[src/rtl/addsub_16bit_seq_if.sv]
// Operand/result bundle of the sequential adder/subtractor.
// The master drives the request side; the slave (the datapath) drives results and status.
interface addsub_16bit_seq_if #(
    parameter int WIDTH = 16
);
    logic             start;
    logic [WIDTH-1:0] A;
    logic [WIDTH-1:0] B;
    logic             sub;
    logic             busy;
    logic             done;
    logic [WIDTH-1:0] Sum;
    logic             Ovfl;
    logic             Zero;
    logic             Neg;
    logic             Cout;

    modport master (
        output start, A, B, sub,
        input  busy, done, Sum, Ovfl, Zero, Neg, Cout
    );

    modport slave (
        input  start, A, B, sub,
        output busy, done, Sum, Ovfl, Zero, Neg, Cout
    );
endinterface

[src/rtl/addsub_16bit_seq.sv]
// Multi-cycle two's-complement adder/subtractor: one SLICE-bit ripple step per clock,
// LSB slice first, with a registered carry between slices and registered result flags.
module addsub_16bit_seq #(
    parameter int WIDTH = 16,
    parameter int SLICE = 4
) (
    input  logic                  clk,
    input  logic                  rst,
    addsub_16bit_seq_if.slave     bus
);
    localparam int NSL = WIDTH / SLICE;
    localparam int KW  = (NSL > 1) ? $clog2(NSL) : 1;

    typedef enum logic [1:0] {
        IDLE = 2'd0,
        RUN  = 2'd1,
        DONE = 2'd2
    } state_t;

    state_t           state;
    state_t           state_nx;

    logic [KW-1:0]    k;
    logic             carry;
    logic [WIDTH-1:0] op_a;
    logic [WIDTH-1:0] op_b;
    logic [WIDTH-1:0] acc;

    logic [WIDTH-1:0] sum_q;
    logic             ovfl_q;
    logic             zero_q;
    logic             neg_q;
    logic             cout_q;

    logic             last;
    logic [SLICE-1:0] a_sl;
    logic [SLICE-1:0] b_sl;
    logic [SLICE:0]   slice_sum;
    logic             c_into_msb;
    logic [WIDTH-1:0] acc_nx;

    assign last = (k == KW'(NSL - 1));

    // One slice of the ripple adder plus the accumulator image after this step.
    always_comb begin
        // NOTE: every always_comb output gets a default first so no path can infer a latch.
        a_sl      = op_a[k*SLICE +: SLICE];
        b_sl      = op_b[k*SLICE +: SLICE];
        slice_sum = {1'b0, a_sl} + {1'b0, b_sl} + (SLICE + 1)'(carry);
        acc_nx    = acc;
        acc_nx[k*SLICE +: SLICE] = slice_sum[SLICE-1:0];
    end

    // Carry into the MSB recovered from the MSB's own sum bit: s = a ^ b ^ cin.
    assign c_into_msb = a_sl[SLICE-1] ^ b_sl[SLICE-1] ^ slice_sum[SLICE-1];

    always_ff @(posedge clk or posedge rst) begin
        // NOTE: sequential state is assigned with <= so all registers update from pre-edge values.
        if (rst) state <= IDLE;
        else     state <= state_nx;
    end

    always_comb begin
        state_nx = state;
        case (state)
            IDLE:    if (bus.start) state_nx = RUN;
            RUN:     if (last)      state_nx = DONE;
            DONE:                   state_nx = IDLE;
            default:                state_nx = IDLE;
        endcase
    end

    always_ff @(posedge clk or posedge rst) begin
        if (rst) begin
            // NOTE: operand and accumulator regs are reset too, so an aborted operation leaves nothing behind.
            k      <= '0;
            carry  <= 1'b0;
            op_a   <= '0;
            op_b   <= '0;
            acc    <= '0;
            sum_q  <= '0;
            ovfl_q <= 1'b0;
            zero_q <= 1'b0;
            neg_q  <= 1'b0;
            cout_q <= 1'b0;
        end else begin
            case (state)
                IDLE: begin
                    if (bus.start) begin
                        // Subtract as A + ~B + 1; the +1 rides in on the initial carry.
                        op_a  <= bus.A;
                        op_b  <= bus.sub ? ~bus.B : bus.B;
                        carry <= bus.sub;
                        k     <= '0;
                    end
                end
                RUN: begin
                    acc   <= acc_nx;
                    carry <= slice_sum[SLICE];
                    k     <= k + 1'b1;
                    if (last) begin
                        sum_q  <= acc_nx;
                        cout_q <= slice_sum[SLICE];
                        ovfl_q <= c_into_msb ^ slice_sum[SLICE];
                        zero_q <= (acc_nx == '0);
                        neg_q  <= acc_nx[WIDTH-1];
                    end
                end
                default: ;
            endcase
        end
    end

    assign bus.busy = (state != IDLE);
    assign bus.done = (state == DONE);
    assign bus.Sum  = sum_q;
    assign bus.Ovfl = ovfl_q;
    assign bus.Zero = zero_q;
    assign bus.Neg  = neg_q;
    assign bus.Cout = cout_q;
endmodule

[src/flat_wrapper.sv]
// flat-port wrapper written by rule: the top's interface ports become plain ports
module addsub_16bit_seq_flat 
#(
    parameter int WIDTH = 16,
    parameter int SLICE = 4
)
  (clk, rst, bus_start, bus_A, bus_B, bus_sub, bus_busy, bus_done, bus_Sum, bus_Ovfl, bus_Zero, bus_Neg, bus_Cout);
  addsub_16bit_seq_if #(.WIDTH(WIDTH)) bus_i ();
  input  logic clk;
  input  logic rst;
  input wire logic [$bits(bus_i.start)-1:0] bus_start;
  input wire logic [$bits(bus_i.A)-1:0] bus_A;
  input wire logic [$bits(bus_i.B)-1:0] bus_B;
  input wire logic [$bits(bus_i.sub)-1:0] bus_sub;
  output wire logic [$bits(bus_i.busy)-1:0] bus_busy;
  output wire logic [$bits(bus_i.done)-1:0] bus_done;
  output wire logic [$bits(bus_i.Sum)-1:0] bus_Sum;
  output wire logic [$bits(bus_i.Ovfl)-1:0] bus_Ovfl;
  output wire logic [$bits(bus_i.Zero)-1:0] bus_Zero;
  output wire logic [$bits(bus_i.Neg)-1:0] bus_Neg;
  output wire logic [$bits(bus_i.Cout)-1:0] bus_Cout;
  assign bus_i.start = bus_start;
  assign bus_i.A = bus_A;
  assign bus_i.B = bus_B;
  assign bus_i.sub = bus_sub;
  assign bus_busy = bus_i.busy;
  assign bus_done = bus_i.done;
  assign bus_Sum = bus_i.Sum;
  assign bus_Ovfl = bus_i.Ovfl;
  assign bus_Zero = bus_i.Zero;
  assign bus_Neg = bus_i.Neg;
  assign bus_Cout = bus_i.Cout;
  addsub_16bit_seq #(.WIDTH(WIDTH), .SLICE(SLICE)) u_core (.clk(clk), .rst(rst), .bus(bus_i));
endmodule
[config.mk]
export PLATFORM = sky130hd
export DESIGN_NAME = addsub_16bit_seq_flat
export DESIGN_NICKNAME = d
export VERILOG_FILES = /design/src/rtl/addsub_16bit_seq_if.sv /design/src/rtl/addsub_16bit_seq.sv /design/src/flat_wrapper.sv
export SDC_FILE = /design/constraint.sdc
export NUM_CORES = 1
export LEC_CHECK = 0
export BUFFER_PORTS_ARGS = -buffer_cell sky130_fd_sc_hd__buf_2
export CAP_MARGIN = 20
export CORE_UTILIZATION = 25
export CTS_CLUSTER_SIZE = 10
export DETAILED_ROUTE_END_ITERATION = 8
export PLACE_DENSITY_LB_ADDON = 0.1
export SYNTH_ARGS = -nofsm -noshare
export SYNTH_HDL_FRONTEND = slang
export SYNTH_SLANG_ARGS = --single-unit
[constraint.sdc]
create_clock -name clk -period 4.35 [get_ports clk]
set_clock_uncertainty 0.1 [all_clocks]
set_input_delay 0.87 -clock clk [delete_from_list [all_inputs] [get_ports clk]]
set_output_delay 0.87 -clock clk [all_outputs]
set_load 0.03 [all_outputs]
==> results of run 1 <==
path summary, 6_finish.rpt:
kind	to	slack, ns	depth (start not counted)
max in group asynchronous	u_core.op_a[9]	2.76	3
setup reg to reg	u_core.bus.Zero	1.32	9
setup / recovery	u_core.bus.Zero	1.32	9
min in group asynchronous	u_core.bus.Ovfl	0.62	2
hold reg to reg	u_core.bus.Sum[4]	0.37	2
hold / removal	u_core.bus.Sum[4]	0.37	2
layer usage:
metal  share of wire  up-vias  track usage
met1            0.47     1235       0.1680
li1                -     1256            -
met2            0.48       56       0.2122
met5               0        -            0
met3           0.033       12      0.03137
met4           0.018        0      0.05259
cell usage after synthesis (2+ instances only):
library cell   n  area share
a21o_1         2      0.0042
a21oi_1       27       0.038
a21oi_2        2      0.0049
a31oi_1        4      0.0069
a32o_1         4       0.011
and4_2         2      0.0056
buf_2          9       0.012
clkbuf_1       9      0.0094
dfrtp_1       72        0.50
fa_1           2       0.011
ha_1           9       0.031
inv_1         11       0.011
mux2_1         2      0.0062
mux2_2        16       0.050
mux4_2         8       0.050
nand2_1       36       0.038
nand2b_1       2      0.0035
nand3_1        4      0.0056
nand3b_1       2      0.0042
nand4_1        2      0.0035
nor2_1        25       0.026
nor2b_1       12       0.021
o21ai_0       28       0.039
xnor2_1       18       0.044
cell usage in the layout, fill, tap and decap left out, types with 2 or more instances in the layout:
| cell type | n |
|---|---|
| dfrtp_1 | 72 |
| buf_2 | 57 |
| nand2_1 | 36 |
| o21ai_0 | 28 |
| a21oi_1 | 27 |
| nor2_1 | 25 |
| xnor2_1 | 18 |
| mux2_2 | 16 |
| nor2b_1 | 12 |
| inv_1 | 10 |
| ha_1 | 9 |
| clkbuf_16 | 9 |
| mux4_2 | 8 |
| a32o_1 | 4 |
| nand3_1 | 4 |
| a31oi_1 | 4 |
| buf_4 | 4 |
| nand2b_1 | 2 |
| a21o_1 | 2 |
| a21oi_2 | 2 |
| mux2_1 | 2 |
| nand4_1 | 2 |
| and4_2 | 2 |
| nand3b_1 | 2 |
| fa_1 | 2 |
| clkbuf_8 | 2 |
| clkinv_2 | 2 |
| clkinvlp_4 | 2 |
sequential cells by signal, indices dropped and copies added (netlist names), 2 cells and up:
signal          cells
u_core.state        2
u_core.k            2
u_core.op_b        16
u_core.op_a        16
u_core.bus.Sum     15
u_core.acc         16
power groups by stage:
stage | Clock [mW] | Combinational [mW] | Sequential [mW]
2_1_floorplan | 0 | 1.45 | 1.21
3_3_place_gp | 0 | 2.07 | 1.18
3_5_place_dp | 0 | 2.07 | 1.17
4_1_cts | 0.781 | 2.08 | 1.16
5_1_grt | 0.811 | 2.28 | 1.19
6_report | 0.756 | 2.03 | 1.15
critical path, delay by kind of cell, from the launching register on:
family	cells	cell delay [ns]
buffers and inverters	1	0.09
and+or+nand+nor	3	0.62
muxes	1	0.41
AOI/OAI and AO/OA	2	0.12
adders and majority gates	2	0.88
DFF	1	0.69
final cells by class:
class,count,share of cell area
clock buffers,11,0.05783
clock inverters,5,0.01260
inverters,11,0.009447
multi-input cells,229,0.3842
flip-flops and latches,72,0.4123
well taps,180,0.05153
repair buffers,61,0.07214
cell families after synthesis:
| group | count (synthesis) | synth area share |
|---|---|---|
| simple gates | 95 | 0.1354 |
| fa+ha+maj | 11 | 0.04236 |
| buf+inv | 30 | 0.03542 |
| xor+xnor | 19 | 0.04826 |
| mux | 27 | 0.1090 |
| flops | 72 | 0.5000 |
| compound gates | 77 | 0.1295 |
metrics by stage:
stage,area (µm²),setup WS [ns],std cells,power [mW]
floorplan,3603,1.263,331,2.659
global placement,4063,1.357,553,3.249
detailed placement,4063,1.246,553,3.245
CTS,4370,1.259,569,4.022
global route,4370,1.049,569,4.285
finish,4370,1.316,569,3.942
==> qor.txt, run 1 <==
P_int -> 2.221 mW
Multi-input logic area -> 1679 µm²
Worst vdd ir -> 0.3285 mV
Syn-to-layout area delta -> 21.28%
Via count -> 2559
Pins Over Slew Limit -> 0
Fillers -> 1495
Setup TNS Final -> 0 ns
Post-synth EDFFs -> 0
FF/Latch Area -> 1802 µm²
Final hold violations -> 0
Vias in the first global route -> 2692
CP dominant cell by count -> fa_1
Root buf cell -> clkbuf_16
Synth Cell Area -> 3603 µm²
Synth warn -> 0
Post-cts sizing count -> 0
Antenna violations before repair -> 0
Boundary Pins -> 58
Diode count -> 0
Placer Congestion -> 0.7676
Pin count of the biggest net entering global routing -> 42
Ys async rst share -> 1.000
Critical Path End Type -> register
Number of max-cap violations -> 0
Port bufs -> 57
Seq cells post-synth -> 72
Std cell rows -> 43
DRT iter0 DRCs -> 105
Comb power frac -> 0.516
Final Critical Period -> 3.034 ns
Tcrit/Tclk final -> 0.6974
Clk pin slew, worst setup/hold paths -> 0.06 ns
H-tree Lvls -> 3
Register area share after synthesis -> 0.5000
CP max stage delay -> 0.69 ns
Final wirelength -> 8834 µm
Vert. Die Dim -> 122.1 µm
Psw -> 1.721 mW
Layout Nets -> 431
Share of cells above drive strength 1 -> 0.2982
CTS sink cnt -> 72
Switching Share -> 0.4365
Wire per inst -> 15.53 µm
Post-Synthesis Cells -> 331
Crit path from -> u_core.k[1]
Synthesized Nets -> 378
Tightest Hold Check Type -> reg -> reg
Sequential group share of total power -> 0.292
Clk buf depth -> 2
CP cell instances -> mux4_2 -> fa_1 -> inv_1 -> fa_1 -> nor2_1 -> and4_2 -> a21oi_1 -> nand3_1 -> o41ai_2
Die ar. -> 14900 µm²
CP max-delay cell -> dfrtp_1
Gr ovfl total -> 0
Worst R2R Start -> u_core.k[1]
Slew @ Worst Pin -> 1.004 ns
ANT nets after route -> 0
Min-delay src -> u_core.bus.Sum[4]
Outcome -> finished clean
Cell variety after synth -> 47
Final core utilization -> 0.3124
Worst EP arrival -> 3.15 ns
Slew HR -> 0.3292
Syn_area_per_cell -> 10.89 µm²
Leak -> 1.950 nW
Worst hold slack -> 0.3708 ns
Main synth FF type -> dfrtp_1
Inserted Clock Buffers -> 9
Clock share of power -> 0.192
CP Launch Type -> register
Req. time, crit path -> 4.46 ns
Drt pass-1 iters -> 4
Fmax achieved -> 0.3296 GHz
Worst-Skew Late Latency -> 0.33 ns
Initial core utilization -> 0.2576
RSZ-0062 raised after global routing -> no
Via density -> 4.497
Setup violations, final -> 0
Critical path type -> reg -> reg
Die X -> 122.1 µm
Hold_buf cts -> 0
Core area -> 13990 µm²
CTS tree -> built
Detailed Place HPWL -> 6454 µm
Postcts setup bufs -> 0
Post-route DRC violation count -> 0
GR Util All Layers -> 0.1313
CP Max Fanout -> 12
Pwr Density -> 902.0 nW/µm²
First-pass GRT wire length -> 14620 µm
(Power assumes the default switching activity.)
==> run 2, diff against run 1 <==
ABC_AREA = 1   (was not set)
clock period = 2.5 ns   (was 4.35 ns; I/O delays follow)
==> run 2 against run 1 <==
Net effect:
- the flow now finishes with violations (setup timing)
- via count grew 21%
- die area grew 2.5%
- worst hold slack lost 0.19 ns
- largest cell class unchanged
- largest power group unchanged
==> qor.txt, run 2 <==
Outcome -> finished, violations left
Most common cell after layout, fill and taps aside -> nand2_1
Port bufs -> 57 (unchanged)
Worst EP arrival -> 2.72 ns (-0.43 ns)
Tightest Hold Check Type -> in -> async
First-pass GRT wire length -> 15780 µm (+7.9%)
Final hold violations -> 0 (unchanged)
Detailed Place HPWL -> 6990 µm (+8.3%)
Register area share after synthesis -> 0.4875 (-0.01253)
Core area -> 14480 µm² (+3.5%)
Post-synth EDFFs -> 0 (unchanged)
Tcrit/Tclk final -> 1.037 (+0.3394)
Critical Path End Type -> register
R2R setup slack -> -0.09 ns (-1.41 ns)
Synth area leader -> dfrtp_1
Drt pass-1 iters -> 4 (unchanged)
Final wirelength -> 9477 µm (+7.3%)
Die X -> 123.6 µm (+1.3%)
Hold_buf cts -> 0 (unchanged)
Setup violations, final -> 1 (+1)
Post-route cell area -> 4816 µm² (+10%)
Post-Synthesis Cells -> 451 (+36%)
Reg2reg path depth -> 16 (+7)
Synthesized Nets -> 498 (+32%)
PnR worst setup slack -> -0.09219 ns (-1.408 ns)
Placer Congestion -> 0.8089 (+5.4%)
Wire per inst -> 13.02 µm (-16%)
Final core utilization -> 0.3326 (+0.02018)
R2r endpoint -> u_core.bus.Zero
Vias in the first global route -> 3127 (+16%)
Synth cell count leaders -> 158 x nand2_1, 72 x dfrtp_1, 49 x o21ai_0
Top Registers -> u_core.acc: 16 flops, u_core.op_a: 16 flops, u_core.op_b: 16 flops
Synth top area cells -> dfrtp_1 49%, nand2_1 16%, o21ai_0 6.6%
H-tree Lvls -> 3 (unchanged)
Initial core utilization -> 0.2553 (-0.002331)
Pwr Density -> 1551 nW/µm² (+72%)
Worst vdd ir -> 0.5368 mV (+63%)
Fmax achieved -> 0.3858 GHz (+17%)
Root buf cell -> clkbuf_16
Via density -> 4.247 (-5.6%)
Most common cell in the synthesized netlist -> nand2_1
Req. time, crit path -> 2.62 ns (-1.84 ns)
ANT nets after route -> 0 (unchanged)
RSZ-0062 raised after global routing -> yes
Final Critical Period -> 2.592 ns (-0.4417 ns)
Synth warn -> 0 (unchanged)
Total power -> 7.468 mW (+89%)
Commonest cells after routing, fill and taps aside -> 155 x nand2_1, 71 x dfrtp_1, 57 x buf_2
DRT iter0 DRCs -> 99 (-5.7%)
Std cell rows -> 44 (+2.3%)
Syn_area_per_cell -> 8.195 µm² (-25%)
Layout Nets -> 588 (+36%)
Number of max-cap violations -> 0 (unchanged)
Clk buf depth -> 2 (unchanged)
Die ar. -> 15270 µm² (+2.5%)
Share of cells above drive strength 1 -> 0.3088 (+0.01062)
Post-synth top area share -> 0.4875 (-0.01253)
Post-route DRC violation count -> 0 (unchanged)
Critical path type -> reg -> reg
Synth Cell Area -> 3696 µm² (+2.6%)
Worst-Skew Late Latency -> 0.34 ns (about the same)
Worst R2R Start -> u_core.k[0]
Syn-to-layout area delta -> 30.30%
Gr ovfl total -> 0 (unchanged)
Ys async rst share -> 1.000 (unchanged)
Seq cells post-synth -> 72 (unchanged)
Main synth FF type -> dfrtp_1
Clk pin slew, worst setup/hold paths -> 0.05 ns (about the same)
Failing checks -> setup timing
Boundary Pins -> 58 (unchanged)
CP Launch Type -> register
DP Area -> 4394 µm² (+8.2%)
Inserted Clock Buffers -> 9 (unchanged)
Pins Over Slew Limit -> 0 (unchanged)
Via count -> 3092 (+21%)
Leak -> 2.420 nW (+24%)
CTS sink cnt -> 72 (unchanged)
Slew HR -> 0.5202 (+0.1909)
Antenna violations before repair -> 0 (unchanged)
Vert. Die Dim -> 123.6 µm (+1.3%)
Slew @ Worst Pin -> 0.7187 ns (-0.2851 ns)
Setup TNS Final -> -0.09219 ns (-0.09219 ns)
Diode count -> 0 (unchanged)
GR Util All Layers -> 0.1390 (+0.007713)
CP Max Fanout -> 9 (-3)
CTS tree -> built
Cell variety after synth -> 32 (-32%)
Pin count of the biggest net entering global routing -> 50 (+19%)
-- run 2: cell types whose count changed after synthesis, sizes merged, moves of 10 or more --
cell	before	now
nor2	26	36
a21oi	29	3
inv	11	37
o21ai	28	53
nor2b	13	0
nand2	37	168
mux2	18	0
-- run 2: where the power goes --
part | internal (mW) | switching, mW | total [mW]
clock network | 0.742 | 0.459 | 1.20
registers | 1.68 | 0.320 | 2.00
logic | 1.75 | 2.51 | 4.27
total | 4.18 | 3.29 | 7.47
-- run 2: worst max-delay path by stage --
stage                      from         endpoint  slack, ns
detailed placement  u_core.k[0]  u_core.bus.Zero      -0.27
finish              u_core.k[0]  u_core.bus.Zero      -0.09
CTS                 u_core.k[0]  u_core.bus.Zero      -0.11
floorplan           u_core.k[0]  u_core.bus.Zero      -0.18
global route        u_core.k[0]  u_core.bus.Zero      -0.29
global placement    u_core.k[0]  u_core.bus.Zero      -0.17
-- run 2: repair_timing --
action / in CTS / in global routing
setup buffers: 4 / 2
pin swaps: 6 / 5
resized for setup: 16 / 19
cloned: 0 / 0
setup endpoints to repair: 20 / 25
-- run 2: cell type report --
class	instances	area [µm²]
Multi-Input combinational cell	321	1739
Clock buffer	14	274.0
Sequential cell	72	1803
Inverter	38	145.1
Tap cell	184	230.2
Timing Repair Buffer	99	624.3
Fill cell	1587	9663
-- run 2: metrics by stage --
step,cells,worst slack [ns],hold slack (ns)
final,728,-0.09219,0.1803
after global routing,728,-0.2865,0.2304
after CTS,726,-0.1101,0.2030
after detailed placement,708,-0.2671,0.3602
after global placement,708,-0.1730,0.3570
after floorplan,451,-0.1762,0.3436
-- run 2: worst max-delay path, cell delays in order (launching register included) --
cell and delay, ns:
dfrtp_2 0.43, inv_4 0.08, o21ai_1 0.17, o22ai_2 0.12
fa_2 0.38, inv_2 0.07, fa_2 0.45, nor2_4 0.18
nand3_2 0.10, nand2_2 0.07, nor2_1 0.04, nand2_1 0.06
nor2_1 0.03, nand2_1 0.05, nor2_1 0.04, nand3_1 0.06
nand2_1 0.05
-- run 2: cells by family after synthesis --
kind of cell,after synthesis,share of synthesized area
buffers and inverters,58,0.06703
flip-flops,72,0.4875
AO/OA/AOI/OAI,73,0.1104
XOR/XNOR,17,0.04028
adder cells (fa/ha/maj),11,0.04130
AND/OR/NAND/NOR,220,0.2536
-- run 2: per-layer routing --
layer,global-route usage,wire (µm),up-vias,share of wire
met4,0.04518,138,0,0.015
met5,0,0,-,0
met1,0.1764,4435,1395,0.47
li1,-,-,1619,-
met2,0.2267,4484,65,0.47
met3,0.03938,418,13,0.044
==> run 3, diff against run 2 <==
REMOVE_ABC_BUFFERS = 1   (was not set)
==> run 3 against run 2 <==
Net effect:
- the flow still finishes with violations (setup timing)
- cell area increased by 3.6%
- non-clock buffer count grew 5
- core utilization up 1.2 points
- sequential power about the same
- highest routed layer unchanged
==> qor.txt, run 3 (synthesis gave the netlist of run 2 again) <==
Commonest cells after routing, fill and taps aside -> 150 x nand2_1, 71 x dfrtp_1, 57 x buf_2
PnR worst setup slack -> -0.1203 ns (-0.02808 ns)
Vert. Die Dim -> 123.6 µm (unchanged)
Tcrit/Tclk final -> 1.048 (+0.01123)
Core area -> 14480 µm² (unchanged)
ANT nets after route -> 0 (unchanged)
Inserted Clock Buffers -> 9 (unchanged)
First-pass GRT wire length -> 16310 µm (+3.4%)
Via count -> 3177 (+2.7%)
Final wirelength -> 9914 µm (+4.6%)
RSZ-0062 raised after global routing -> yes
Final hold violations -> 0 (unchanged)
Initial core utilization -> 0.2553 (unchanged)
Gr ovfl total -> 0 (unchanged)
Root buf cell -> clkbuf_16
Number of max-cap violations -> 0 (unchanged)
R2r endpoint -> u_core.bus.Zero
Setup violations, final -> 2 (+1)
Vias in the first global route -> 3241 (+3.6%)
GR Util All Layers -> 0.1430 (+0.003995)
DRT iter0 DRCs -> 158 (+60%)
Diode count -> 0 (unchanged)
Port bufs -> 57 (unchanged)
Failing checks -> setup timing
Layout Nets -> 593 (+0.85%)
CTS tree -> built
Syn-to-layout area delta -> 35.04%
Wire per inst -> 13.49 µm (+3.6%)
Top Registers -> u_core.acc: 16 flops, u_core.op_a: 16 flops, u_core.op_b: 16 flops
Worst vdd ir -> 0.5607 mV (+4.5%)
Fmax achieved -> 0.3816 GHz (-1.1%)
Outcome -> finished, violations left
Worst R2R Start -> u_core.k[0]
Hold_buf cts -> 0 (unchanged)
Detailed Place HPWL -> 7123 µm (+1.9%)
Pwr Density -> 1597 nW/µm² (+3.0%)
CTS sink cnt -> 72 (unchanged)
Final Critical Period -> 2.620 ns (+0.02808 ns)
Pins Over Slew Limit -> 0 (unchanged)
Drt pass-1 iters -> 4 (unchanged)
Placer Congestion -> 0.7841 (-3.1%)
Std cell rows -> 44 (unchanged)
Slew HR -> 0.5989 (+0.07874)
Leak -> 2.477 nW (+2.3%)
Clk buf depth -> 2 (unchanged)
Die ar. -> 15270 µm² (unchanged)
Critical path type -> reg -> reg
Antenna violations before repair -> 0 (unchanged)
H-tree Lvls -> 3 (unchanged)
Post-route DRC violation count -> 0 (unchanged)
Req. time, crit path -> 2.67 ns (+0.05 ns)
Reg2reg path depth -> 16 (unchanged)
Most common cell after layout, fill and taps aside -> nand2_1
Total power -> 7.970 mW (+6.7%)
Via density -> 4.322 (+1.8%)
Clk pin slew, worst setup/hold paths -> 0.05 ns (about the same)
Worst EP arrival -> 2.79 ns (+0.07 ns)
Final core utilization -> 0.3447 (+0.01210)
CP Launch Type -> register
Critical Path End Type -> register
CP Max Fanout -> 7 (-2)
Pre-CTS setup slack -> -0.2136 ns (+0.05356 ns)
Die X -> 123.6 µm (unchanged)
Pin count of the biggest net entering global routing -> 50 (unchanged)
R2R setup slack -> -0.12 ns (-0.03 ns)
Slew @ Worst Pin -> 0.6010 ns (-0.1177 ns)
Setup TNS Final -> -0.1904 ns (-0.09820 ns)
Worst hold slack -> 0.1171 ns (-0.06315 ns)
Worst-Skew Late Latency -> 0.33 ns (about the same)
Share of cells above drive strength 1 -> 0.3557 (+0.04689)
Boundary Pins -> 58 (unchanged)
Tightest Hold Check Type -> in -> async
[run 3: critical path, stage by stage, from the launching register on]
cell	delay (ns)
dfrtp_2	0.47
inv_4	0.11
nor2_1	0.06
o22ai_2	0.19
fa_2	0.25
inv_2	0.05
fa_2	0.60
nor2_4	0.05
nand2_2	0.08
nand2_2	0.06
nor2_1	0.11
nand2_1	0.06
nor2_1	0.08
nand2_1	0.05
nor2_1	0.08
nand3_1	0.08
nand2_1	0.07
[run 3: layer usage]
layer	global-route usage	vias to the layer above	routed length [µm]
met4	0.04970	0	170
met3	0.03755	14	319
met5	0	-	0
met2	0.2469	55	4947
met1	0.1707	1482	4476
li1	-	1626	-
[run 3: metrics by stage]
stage | cell area [µm²] | std cells
4_1_cts | 4760 | 726
3_3_place_gp | 4379 | 705
5_1_grt | 4991 | 735
6_report | 4991 | 735
2_1_floorplan | 3591 | 431
3_5_place_dp | 4379 | 705
[run 3: worst max path at each step]
stage,from,to,slack [ns]
floorplan,u_core.k[0],u_core.bus.Zero,-0.82
global placement,u_core.k[0],u_core.bus.Zero,-0.16
detailed placement,u_core.k[0],u_core.bus.Zero,-0.21
CTS,u_core.k[0],u_core.bus.Zero,-0.14
global route,u_core.k[0],u_core.bus.Zero,-0.29
finish,u_core.k[0],u_core.bus.Zero,-0.12
[run 3: what timing repair did]
action,CTS,global route
endpoints found under the setup margin,17,26
setup buffers,7,10
pin swaps,17,21
resized for setup,27,55
[run 3: final cells by class]
class | count | area [µm²]
fillers | 1577 | 9488
multi-input cells | 321 | 1851
flip-flops and latches | 72 | 1803
repair buffers | 104 | 700.7
clock buffers | 16 | 261.5
well taps | 184 | 230.2
inverters | 38 | 145.1
[run 3: report_power, final]
group | internal (mW) | switching [mW] | total (mW) | leakage (nW)
combinational | 2.00 | 2.79 | 4.79 | 1.43
sequential | 1.68 | 0.343 | 2.02 | 0.920
clock | 0.701 | 0.457 | 1.16 | 0.125
total | 4.38 | 3.59 | 7.97 | 2.48
